<file path="config.mk">
export PLATFORM = sky130hd
export DESIGN_NAME = hsid_x_ctrl_mon
export DESIGN_NICKNAME = d
export VERILOG_FILES = /design/src/rtl/hsid_x_ctrl_mon_pkg.sv /design/src/rtl/hsid_x_ctrl_mon_ch.sv /design/src/rtl/hsid_x_ctrl_mon.sv
export SDC_FILE = /design/constraint.sdc
export NUM_CORES = 1
export LEC_CHECK = 0
export CORE_AREA = 2 2 292 294
export CTS_CLUSTER_SIZE = 10
export DETAILED_ROUTE_END_ITERATION = 10
export DIE_AREA = 0 0 294 296
export GPL_TIMING_DRIVEN = 0
export PLACE_DENSITY = 0.33
export SYNTH_ARGS = -nofsm -noshare
export SYNTH_HDL_FRONTEND = slang
export SYNTH_SLANG_ARGS = --single-unit
export TNS_END_PERCENT = 20
</file>
<file path="constraint.sdc">
create_clock -name clk -period 2.15 [get_ports clk]
set_clock_uncertainty 0.1 [all_clocks]
set_input_delay 0.43 -clock clk [delete_from_list [all_inputs] [get_ports clk]]
set_output_delay 0.43 -clock clk [all_outputs]
set_load 0.005 [all_outputs]
</file>
<file path="src/rtl/hsid_x_ctrl_mon_pkg.sv">
// Shared types and constants for the HSpecID-X control-handshake monitor.
package hsid_pkg;

    localparam int HSID_WORD_WIDTH        = 32;
    localparam int HSID_HSP_LIBRARY_WIDTH = 8;
    localparam int HSID_X_MON_NUM_VIOL    = 6;

    typedef enum logic [2:0] {
        MON_START_LONG   = 3'd0,
        MON_CLEAR_LONG   = 3'd1,
        MON_START_BUSY   = 3'd2,
        MON_MULTI_INT    = 3'd3,
        MON_RES_MISMATCH = 3'd4,
        MON_TIMEOUT      = 3'd5
    } hsid_x_mon_code_e;

    typedef enum logic [1:0] {
        ST_IDLE    = 2'd0,
        ST_RUN     = 2'd1,
        ST_RES_CHK = 2'd2
    } hsid_x_mon_state_e;

endpackage

</file>
<file path="src/rtl/hsid_x_ctrl_mon_ch.sv">
// One monitored channel: handshake FSM, detectors, sticky flags, violation counter.
// HSID_X_MON_WATCHDOG_EN adds the busy counter and TIMEOUT detection.
module hsid_x_ctrl_mon_ch
    import hsid_pkg::*;
#(
    parameter int RES_WIDTH = 2*HSID_WORD_WIDTH + 2*HSID_HSP_LIBRARY_WIDTH,
    parameter int CNT_WIDTH = 8,
    parameter int TMO_WIDTH = 16
) (
    input  logic                           clk,
    input  logic                           rst_n,
    input  logic                           mon_en,
    input  logic                           mon_clear,
    input  logic [TMO_WIDTH-1:0]           tmo_limit,
    input  logic                           start,
    input  logic                           clear,
    input  logic                           done,
    input  logic                           error,
    input  logic                           cancelled,
    input  logic [RES_WIDTH-1:0]           res_src,
    input  logic [RES_WIDTH-1:0]           res_reg,
    output logic [HSID_X_MON_NUM_VIOL-1:0] viol,
    output logic [HSID_X_MON_NUM_VIOL-1:0] sticky,
    output logic [CNT_WIDTH-1:0]           cnt
);

    hsid_x_mon_state_e             state;
    logic                          start_q, clear_q;
    logic                          hs_int, multi, any_viol;
    logic [HSID_X_MON_NUM_VIOL-1:0] det;

    assign hs_int = done | error | cancelled;
    assign multi  = (done & error) | (done & cancelled) | (error & cancelled);

`ifdef HSID_X_MON_WATCHDOG_EN
    logic [TMO_WIDTH-1:0] busy_cnt;
    logic                 tmo_hit;
`else
    logic unused_tmo;
    assign unused_tmo = ^tmo_limit;
`endif

    always_comb begin
        det = '0;
        det[MON_START_LONG]   = start & start_q;
        det[MON_CLEAR_LONG]   = clear & clear_q;
        det[MON_START_BUSY]   = start & ~start_q & (state == ST_RUN);
        det[MON_MULTI_INT]    = multi;
        det[MON_RES_MISMATCH] = (state == ST_RES_CHK) && (res_reg != res_src);
`ifdef HSID_X_MON_WATCHDOG_EN
        det[MON_TIMEOUT]      = (state == ST_RUN) && (tmo_limit != '0) &&
                                (busy_cnt == tmo_limit) && !tmo_hit;
`endif
        // History and FSM keep tracking while masked, so re-enable is clean.
        viol = mon_en ? det : '0;
    end

    assign any_viol = |viol;

    always_ff @(posedge clk or negedge rst_n) begin
        if (!rst_n) begin
            state   <= ST_IDLE;
            start_q <= 1'b0;
            clear_q <= 1'b0;
        end else begin
            start_q <= start;
            clear_q <= clear;
            case (state)
                ST_IDLE:    if (start) state <= ST_RUN;
                ST_RUN: begin
                    if (hs_int)     state <= ST_RES_CHK;
                    else if (clear) state <= ST_IDLE;
                end
                ST_RES_CHK: state <= start ? ST_RUN : ST_IDLE;
                default:    state <= ST_IDLE;
            endcase
        end
    end

`ifdef HSID_X_MON_WATCHDOG_EN
    // Counter is zero in the first RUN cycle; tmo_hit limits TIMEOUT to one per episode.
    always_ff @(posedge clk or negedge rst_n) begin
        if (!rst_n) begin
            busy_cnt <= '0;
            tmo_hit  <= 1'b0;
        end else if (state != ST_RUN) begin
            busy_cnt <= '0;
            tmo_hit  <= 1'b0;
        end else begin
            if (busy_cnt != '1) busy_cnt <= busy_cnt + 1'b1;
            if (det[MON_TIMEOUT]) tmo_hit <= 1'b1;
        end
    end
`endif

    always_ff @(posedge clk or negedge rst_n) begin
        if (!rst_n) begin
            sticky <= '0;
            cnt    <= '0;
        end else if (mon_clear) begin
            sticky <= viol;
            cnt    <= CNT_WIDTH'(any_viol);
        end else begin
            sticky <= sticky | viol;
            if (any_viol && cnt != '1) cnt <= cnt + 1'b1;
        end
    end

endmodule

</file>
<file path="src/rtl/hsid_x_ctrl_mon.sv">
// Multi-channel HSpecID-X handshake monitor: per-channel checkers, first-error capture, irq.
// HSID_X_MON_WATCHDOG_EN enables the per-channel busy watchdog (code 5).
module hsid_x_ctrl_mon
    import hsid_pkg::*;
#(
    parameter int NUM_CH    = 4,
    parameter int RES_WIDTH = 2*HSID_WORD_WIDTH + 2*HSID_HSP_LIBRARY_WIDTH,
    parameter int CNT_WIDTH = 8,
    parameter int TMO_WIDTH = 16,
    localparam int NV       = HSID_X_MON_NUM_VIOL,
    localparam int CH_W     = (NUM_CH > 1) ? $clog2(NUM_CH) : 1
) (
    input  logic                          clk,
    input  logic                          rst_n,
    input  logic                          mon_en,
    input  logic                          mon_clear,
    input  logic [TMO_WIDTH-1:0]          tmo_limit,
    input  logic [NUM_CH-1:0]             start,
    input  logic [NUM_CH-1:0]             clear,
    input  logic [NUM_CH-1:0]             idle,
    input  logic [NUM_CH-1:0]             done,
    input  logic [NUM_CH-1:0]             error,
    input  logic [NUM_CH-1:0]             cancelled,
    input  logic [NUM_CH*RES_WIDTH-1:0]   res_src,
    input  logic [NUM_CH*RES_WIDTH-1:0]   res_reg,
    output logic [NUM_CH*NV-1:0]          viol_sticky,
    output logic [NUM_CH*CNT_WIDTH-1:0]   viol_cnt,
    output logic                          first_valid,
    output logic [CH_W-1:0]               first_ch,
    output logic [2:0]                    first_code,
    output logic                          irq
);

    logic [NUM_CH-1:0][NV-1:0] viol;
    logic                      hit;
    logic [CH_W-1:0]           fch;
    hsid_x_mon_code_e          fcode;

    logic unused_idle;
    assign unused_idle = ^idle;

    for (genvar g = 0; g < NUM_CH; g++) begin : g_ch
        hsid_x_ctrl_mon_ch #(
            .RES_WIDTH (RES_WIDTH),
            .CNT_WIDTH (CNT_WIDTH),
            .TMO_WIDTH (TMO_WIDTH)
        ) u_ch (
            .clk       (clk),
            .rst_n     (rst_n),
            .mon_en    (mon_en),
            .mon_clear (mon_clear),
            .tmo_limit (tmo_limit),
            .start     (start[g]),
            .clear     (clear[g]),
            .done      (done[g]),
            .error     (error[g]),
            .cancelled (cancelled[g]),
            .res_src   (res_src[g*RES_WIDTH +: RES_WIDTH]),
            .res_reg   (res_reg[g*RES_WIDTH +: RES_WIDTH]),
            .viol      (viol[g]),
            .sticky    (viol_sticky[g*NV +: NV]),
            .cnt       (viol_cnt[g*CNT_WIDTH +: CNT_WIDTH])
        );
    end

    // Scan high to low so the lowest channel, then lowest code, is left standing.
    always_comb begin
        hit   = 1'b0;
        fch   = '0;
        fcode = MON_START_LONG;
        for (int c = NUM_CH-1; c >= 0; c--) begin
            for (int k = NV-1; k >= 0; k--) begin
                if (viol[c][k]) begin
                    hit   = 1'b1;
                    fch   = c[CH_W-1:0];
                    fcode = hsid_x_mon_code_e'(k[2:0]);
                end
            end
        end
    end

    always_ff @(posedge clk or negedge rst_n) begin
        if (!rst_n) begin
            first_valid <= 1'b0;
            first_ch    <= '0;
            first_code  <= '0;
            irq         <= 1'b0;
        end else begin
            irq <= (irq & ~mon_clear) | hit;
            if (mon_clear) begin
                first_valid <= 1'b0;
                first_ch    <= '0;
                first_code  <= '0;
            end
            if ((mon_clear || !first_valid) && hit) begin
                first_valid <= 1'b1;
                first_ch    <= fch;
                first_code  <= fcode;
            end
        end
    end

endmodule

</file>
# == Word-level counts from Yosys, hierarchy flattened ==
# Index checks and enable logic that the tools add are counted.
# word_totals
out_inout_bits,63
ramBits,0
reg_bits,79
romBits,0
latchBits,0
memories,0
# op_classes
bitwise,55
order_cmp,0
reduce_logical,28
div_mod_pow,0
n_addsub,4
n_mul,0
shifts,0
n_eq_ne,24
n_mux,114
# ops
operator,count
$ne A80 B80 Y1,4
$mux W3,26
$mux W2,38
$mux W8,8
$add A8 B1 Y8 const B,4
$ne A8 B8 Y1 const B,4
$mux W1,30
$and A1 B1 Y1,29
$mux W6,4
$or A6 B6 Y6,4
$pmux W2 S3,4
$reduce_or A6 Y1,4
$mux W5,4
$or A1 B1 Y1,17
$ne A3 B2 Y1 const B,4
$reduce_bool A2 Y1,5
$logic_and A1 B1 Y1,9
$eq A2 B1 Y1 const B,4
$eq A2 B2 Y1 const B,4
$logic_not A2 Y1,4
$ne A2 B2 Y1 const B,4
$reduce_and A2 Y1,4
$not A1 Y1,5
$logic_not A1 Y1,1
$logic_or A1 B1 Y1,1

# == Logic depth before layout (Yosys ltp) ==
# Gate-level depths: netlist of the first run.
# depth
ltp_word,29
ltp_mapped,10
depth_no_buf,8

# == Cells and area by module ==
# A second synthesis of the first run with hierarchy kept.
# unflattened
hier_cells,818
hier_area_um2,7342.0
# modules_own_cells
module,cells_each,instances,area_per_inst_um2
hsid_x_ctrl_mon_ch,187,4,1697.9
hsid_x_ctrl_mon,70,1,550.5

# == Worst setup path before layout of the first run ==
# No wires, ideal clock.
# synth_timing
kind,input -> register
start,input port res_src[104]
end,register first_code[0]
arrival_ps,2291
t_required_ps,1971
stages,8
setup_slack_ps,-320
cell_sequence,xor2_1 -> nor4_1 -> nand4_1 -> or4_4 -> o21ai_4 -> nand3_4 -> o31ai_4 -> mux2i_1
# synth_between
elab_chain_cells,16
elab_cells_between_ends,28
classes_between,1 x eq/ne; 24 x mux; 3 x reduce/logical
# synth_lines
item,line,text
from (decl),hsid_x_ctrl_mon.sv:24,"input logic [NUM_CH*RES_WIDTH-1:0] res_src,"
$ne A80 B80 Y1 *,hsid_x_ctrl_mon_ch.sv:49,det[MON_RES_MISMATCH] = (state == ST_RES_CHK) && (res_reg != res_src);
$logic_and A1 B1 Y1 *,hsid_x_ctrl_mon_ch.sv:49,
$mux W5 *,hsid_x_ctrl_mon_ch.sv:55,viol = mon_en ? det : '0;
$mux W1 (11 in a row),hsid_x_ctrl_mon.sv:73,if (viol[c][k]) begin
$logic_and A1 B1 Y1,hsid_x_ctrl_mon.sv:95,if ((mon_clear || !first_valid) && hit) begin
$mux W3 or $reduce_bool A2 Y1 (tied branches),--,
to (signal assigned),hsid_x_ctrl_mon.sv:98,first_code <= fcode;
to (decl),hsid_x_ctrl_mon.sv:30,"output logic [2:0] first_code,"
# Every way passes the cells marked *; elsewhere a longest branch is shown, timed or not.
# A chain may end at the register's enable or synchronous reset.

# == Final worst setup path of the first run ==
# layout_timing
start,input port res_reg[26]
end,register first_code[0]
# layout_between
elab_chain_cells,10
elab_cells_between_ends,16
classes_between,1 x eq/ne; 12 x mux; 3 x reduce/logical
# layout_lines
item,line,text
from (decl),hsid_x_ctrl_mon.sv:25,"input logic [NUM_CH*RES_WIDTH-1:0] res_reg,"
$ne A80 B80 Y1 *,hsid_x_ctrl_mon_ch.sv:49,
$logic_and A1 B1 Y1 *,hsid_x_ctrl_mon_ch.sv:49,
$mux W5 *,hsid_x_ctrl_mon_ch.sv:55,
$mux W1 (5 in a row),hsid_x_ctrl_mon.sv:73,
$logic_and A1 B1 Y1,hsid_x_ctrl_mon.sv:95,
$mux W3 or $reduce_bool A2 Y1 (tied branches),--,
# Marked as above.

==> flow_summary.ini, run 1 <==
[status]
status = finished, violations left
violations = negative setup slack

[layout]
utilization_pct = 20.4
layout-drive-gt1-share_pct = 10.6
area_growth_pct = 135
final_nets = 2268

[floorplan]
die_y_um = 296
dieArea_sq_um = 87000
initial_core_util_pct = 8.68
core-area_sq_um = 84200
rows = 107
io_pins = 747
dieWidth_um = 294

[timing]
grt_setup_unrepaired = yes
fin_tns_setup_ns = -14.67
fin_crit_ns = 2.66
drv_slew = 0
finalSetupViolations = 42
worst_slack_ns = -0.510
fin_crit_sh_pct = 124
slew_headroom_pct = 28.4
fmaxAchievable_mhz = 376
hold_viol = 0
hold_slack_ns = 0.265
tightest_slew_ns = 1.07

[power_and_ir_drop]
power.density_nw_per_um2 = 349
max-vdd-ir-drop_v = 0.000365
leakage_uw = 0.00659
p_clk_share_pct = 26.8
switchingPower_uw = 1830
p_comb_share_pct = 46.3
p_int_uw = 4170
switching_share_pct = 30.5
sequentialPowerShare_pct = 26.8

[cts]
clockRootBuffer = clkbuf_16
cts_tree = done
cts_made_buffers = 9
cts.clk_slew.worst_paths_ns = 0.07
clock_path_buffers = 2
htreeDepth = 3
clkSinkCount = 75
worstSkewPairLatency_ns = 0.35

[routing]
drt_iter0_markers = 249
drtPass1Iterations = 4
viasPerCell = 3.33
ant_nets = 0
wirelength_um = 49100
routedWlPerCell_um = 18.3
post-route-drc-count = 0
vias = 8907

[synthesis]
synth_cell_type_count = 64
synth_area_sq_um = 7310
synth_warnings = 0
syn_avg_cell_area_sq_um = 8.87
synth_seq_area_share_pct = 25.7
ys_seq_elements = 75
synth_ff_type = dfrtp_1
synth-edff-count = 0
synthCells = 824
async_flop_share_pct = 100

[setup_path]
worst_ep_required_time_ns = 2.33
cpLargestDelayFamily = simple AND/OR/NAND/NOR gates
cp_num_buf_inv = 2
crit_fanout = 2
arrival_ns = 2.84
crit_path_max_incr_delay_ns = 0.52
worstSetupPathType = in -> reg
path_cells = clkdlybuf4s50_1 -> xnor2_2 -> nand4_1 -> nor3_2 -> nand4_1 -> buf_6 -> or4b_1 -> nand3_1 -> o221ai_1 -> mux2i_1
cpMaxStageDelayCell = or4b_1
critPathLaunchType = input port
crit_top_cell = nand4_1
end_kind = flip-flop

[worst_hold_path]
hold_path.class = in -> reg

[placement]
port_buffers = 721
dp_hpwl_um = 44900
gp_congestion = 0.819
preCtsSetupSlack_ns = -2.02

[grt]
grt_usage_pct = 10.7
grt_max_degree = 39
overflow = 0
antenna_found_initial = 7
grt_pass1_wl_um = 66500
grt_pass1_vias = 9580

[job]
cap_violations = 0
## state kept, by name, summed over array words and instances (netlist names)
signal	cells
first_ch	2
first_code	3
first_valid	1
g_ch.u_ch.clear_q	4
g_ch.u_ch.cnt	32
g_ch.u_ch.start_q	4
g_ch.u_ch.state	8
g_ch.u_ch.sticky	20
irq	1
## Yosys cell counts (9+ instances only)
cell	count	area [sq um]
nor4_1	53	332
nand2_1	36	135
clkbuf_1	10	37.5
a21oi_1	12	60.1
inv_1	26	97.6
xor2_1	156	1370
xnor2_1	181	1590
nand3_1	19	95.1
o21ai_0	17	85.1
nor2_1	41	154
nand4_1	56	350
nor2b_1	9	56.3
dfrtp_1	75	1880
## logic make-up (layout without fill, tap and decap cells)
kind of cell    Yosys count  count (layout)  synth area share [%]
xor+xnor                337             337                  40.4
simple gates            259             259                  19.5
compound gates           91              91                  9.39
flops                    75              75                  25.7
buf+inv                  45             803                  2.57
fa+ha+maj                 8               8                  1.23
mux                       8               8                  1.15
other cells               1               6                0.0513
## layer usage
metal	GRT usage (%)	wire length [um]
met1	12.5	19000
met2	20.1	26500
met3	2.27	2810
met4	1.97	737
met5	0	13
## path summary, 6_finish.rpt
kind | cells past startpoint | slack [ns] | end | from
worst min register to register | 1 | 0.38 | g_ch[2].u_ch.state[0]$_DFFE_PN0P_ | g_ch[2].u_ch.state[0]$_DFFE_PN0P_
max in group asynchronous | 3 | 0.81 | g_ch[3].u_ch.cnt[4]$_DFFE_PN0P_ | rst_n
min in group asynchronous | 2 | 0.52 | g_ch[0].u_ch.cnt[5]$_DFFE_PN0P_ | rst_n
worst min-delay path | 1 | 0.26 | g_ch[1].u_ch.start_q$_DFF_PN0_ | start[1]
worst max register to register | 7 | -0.28 | first_code[0]$_DFFE_PN0P_ | g_ch[1].u_ch.start_q$_DFF_PN0_
worst max-delay path | 10 | -0.51 | first_code[0]$_DFFE_PN0P_ | res_reg[26]
## power by group through the flow
stage	logic [uW]	registers (uW)	clock network (uW)
finish	2780	1610	1610
global route	3010	1620	1730
CTS	2780	1610	1670
detailed placement	2690	1640	0
global placement	2660	1630	0
floorplan	821	1610	0
## through the flow
stage,instances,total power [uW],area (sq um)
2_1_floorplan,827,2430,7420
3_5_place_dp,2639,4320,16000
6_report,2677,6000,17200
4_1_cts,2673,6060,16800
5_1_grt,2676,6360,17200
3_3_place_gp,2638,4300,16000
## what timing repair did
action	in CTS	in global routing
endpoints found under the setup margin	46	47
pin swaps	68	81
resized for setup	242	124
buffers inserted	18	3
hold buffers	1	0
endpoints found under the hold margin	27	0
## cell type report
type,count,area (sq um)
timing repair buffer,744,7420
clock buffer,11,243
buffer,17,110
inverter,26,97.6
sequential,75,1880
fill,9253,67000
clock inverter,5,60.1
multi-input combinational,707,6000
antenna,2,5.00
tap,1090,1360
## cell usage in the layout, fill, tap and decap left out, drive strengths merged, types with 8 or more instances in the layout
| cell | Yosys | final |
|---|---|---|
| xor2 | 156 | 156 |
| nor4 | 53 | 53 |
| and3 | 8 | 8 |
| xnor2 | 181 | 181 |
| nand2 | 36 | 36 |
| o21ai | 20 | 20 |
| nand3 | 20 | 20 |
| dlygate4sd2 | 0 | 73 |
| buf | 9 | 40 |
| inv | 26 | 27 |
| dlymetal6s2s | 0 | 39 |
| clkdlybuf4s15 | 0 | 25 |
| nand4 | 56 | 56 |
| dfrtp | 75 | 75 |
| nor2b | 9 | 9 |
| nor3 | 8 | 8 |
| clkbuf | 10 | 29 |
| clkdlybuf4s50 | 0 | 565 |
| nor2 | 41 | 41 |
| a21oi | 13 | 13 |
(Power assumes the default switching activity.)
==> inputs of run 2 (changes only) <==
--- a/config.mk
+++ b/config.mk
@@ -11,6 +11,7 @@
 export DIE_AREA = 0 0 294 296
 export GPL_TIMING_DRIVEN = 0
 export PLACE_DENSITY = 0.33
+export SKIP_CTS_REPAIR_TIMING = 1
 export SYNTH_ARGS = -nofsm -noshare
 export SYNTH_HDL_FRONTEND = slang
 export SYNTH_SLANG_ARGS = --single-unit
==> run 2 against run 1 <==
Against the previous run: the run ends with negative hold slack, negative setup slack left; sequential cell count unchanged; setup slack got worse by 0.018 ns; worst hold slack got worse by 0.29 ns; combinational power about the same; fmax decreased by 0.68%; clock power is essentially flat; critical path type unchanged; largest cell class unchanged.
==> flow_summary.ini, run 2 (synthesis gave the netlist of run 1 again) <==
[status]
status = finished, violations left
violations = negative hold slack, negative setup slack

[routing]
wl_met2_um = 26500
post-route-drc-count = 0
drtPass1Iterations = 4
wirelength_um = 49100
route.met3.wl_um = 2750
viasPerCell = 3.34
ant_nets = 0
vias = 8923
routedWlPerCell_um = 18.4
drt_iter0_markers = 227
routed.top_layer = met5
met1Wirelength_um = 19100

[layout]
final_cell_mix = clkdlybuf4s50_1, xnor2_1, xor2_1
final_area_sq_um = 17300
area_growth_pct = 137
final_common_cell = clkdlybuf4s50_1
largest_reg_flops = 32
top_regs = g_ch.u_ch.cnt (32), g_ch.u_ch.sticky (20), g_ch.u_ch.state (8)
top_register = g_ch.u_ch.cnt
nFillCells = 9223
layout-drive-gt1-share_pct = 9.18
final_nets = 2262

[floorplan]
io_pins = 747
initial_core_util_pct = 8.68
dieWidth_um = 294
core-area_sq_um = 84200
dieArea_sq_um = 87000
die_y_um = 296
rows = 107

[setup_path]
cp_num_buf_inv = 3
critPathLaunchType = input port
setup.worst_path.start = res_src[168]
crit_top_cell = buf_6
cpLargestDelayFamily = buffers and inverters
arrival_ns = 2.86
cpMaxStageDelayCell = clkdlybuf4s50_1
end_kind = flip-flop
path_cells = clkdlybuf4s50_1 -> xor2_1 -> nor4_2 -> nand4_1 -> buf_6 -> nor4_4 -> a21oi_4 -> buf_6 -> o31ai_4 -> mux2i_1
worst_ep_required_time_ns = 2.33
worstSetupPathType = in -> reg
crit_fanout = 7
r2r_start = g_ch[1].u_ch.start_q$_DFF_PN0_
crit_path_max_incr_delay_ns = 0.47

[cts]
worstSkewPairLatency_ns = 0.35
cts_tree = done
clkSinkCount = 75
clock_path_buffers = 2
htreeDepth = 3
clockRootBuffer = clkbuf_16
cts_made_buffers = 9
cts.clk_slew.worst_paths_ns = 0.07

[timing]
grt_setup_unrepaired = yes
hold_viol = 37
slew_headroom_pct = 28.2
finalSetupViolations = 45
tightest_slew_ns = 1.07
fin_crit_sh_pct = 125
hold_slack_ns = -0.0223
fmaxAchievable_mhz = 373
drv_slew = 0
fin_crit_ns = 2.68
worst_slack_ns = -0.528

[grt]
grt_pass1_wl_um = 65800
overflow = 0
grt_max_degree = 39
grt_usage_pct = 10.6
grt_pass1_vias = 9479
antenna_found_initial = 8

[power_and_ir_drop]
power.density_nw_per_um2 = 346
max-vdd-ir-drop_v = 0.000362
leakage_uw = 0.00710

[placement]
place_area_sq_um = 16000
dp_hpwl_um = 44900
preCtsSetupSlack_ns = -2.02
gp_congestion = 0.819
port_buffers = 721

[job]
cap_violations = 0

[worst_hold_path]
hold_path.class = in -> async
-- run 2: cell count changes in the layout (fill, tap and decap cells not counted), sizes merged --
cell           before  now
diode               2    3
clkbuf             29   23
dlygate4sd2        73    0
buf                40   29
clkdlybuf4s15      25    1
clkdlybuf4s50     565  599
dlymetal6s2s       39  114
dlygate4sd3         1    0
-- run 2: final cells by class --
class	count	area [sq um]	area share [%]
Inverter	26	97.6	0.563
Clock inverter	5	60.1	0.346
Tap cell	1090	1360	7.86
Antenna cell	3	7.51	0.0433
Timing Repair Buffer	737	7650	44.1
Clock buffer	11	243	1.40
Buffer	18	115	0.664
Multi-Input combinational cell	707	5930	34.2
Sequential cell	75	1880	10.8
-- run 2: power breakdown --
part	total, uW	switching (uW)	internal (uW)
Clock	1610	673	937
Sequential	1610	99.9	1510
Combinational	2790	1040	1740
-- run 2: worst paths after layout --
path                                                endpoint  slack (ns)  depth (start not counted)
min reg2reg                g_ch[2].u_ch.state[0]$_DFFE_PN0P_        0.38                          1
max in group asynchronous    g_ch[3].u_ch.cnt[4]$_DFFE_PN0P_        1.35                          2
min                          g_ch[1].u_ch.cnt[4]$_DFFE_PN0P_       -0.02                          1
max reg2reg                        first_code[0]$_DFFE_PN0P_       -0.27                          7
min in group clk              g_ch[1].u_ch.start_q$_DFF_PN0_        0.25                          1
max                                first_code[0]$_DFFE_PN0P_       -0.53                         10
-- run 2: metrics by stage --
step	setup TNS, ns	total power, uW	util (%)	hold WS, ns	cells
2_1_floorplan	-3.80	2430	-	0.0344	827
3_3_place_gp	-268.62	4300	19.0	0.362	2638
3_5_place_dp	-72.57	4320	19.0	0.368	2639
4_1_cts	-54.21	5980	19.4	-0.0122	2655
5_1_grt	-21.73	6370	20.6	0.0113	2671
6_report	-16.13	6000	20.6	-0.0223	2672
-- run 2: routing by layer --
layer  track usage (%)  vias to the layer above
met4              1.97                        2
met3              2.30                       35
met1              12.4                     4160
met5                 0                        -
li1                  -                     4396
met2              19.9                      330
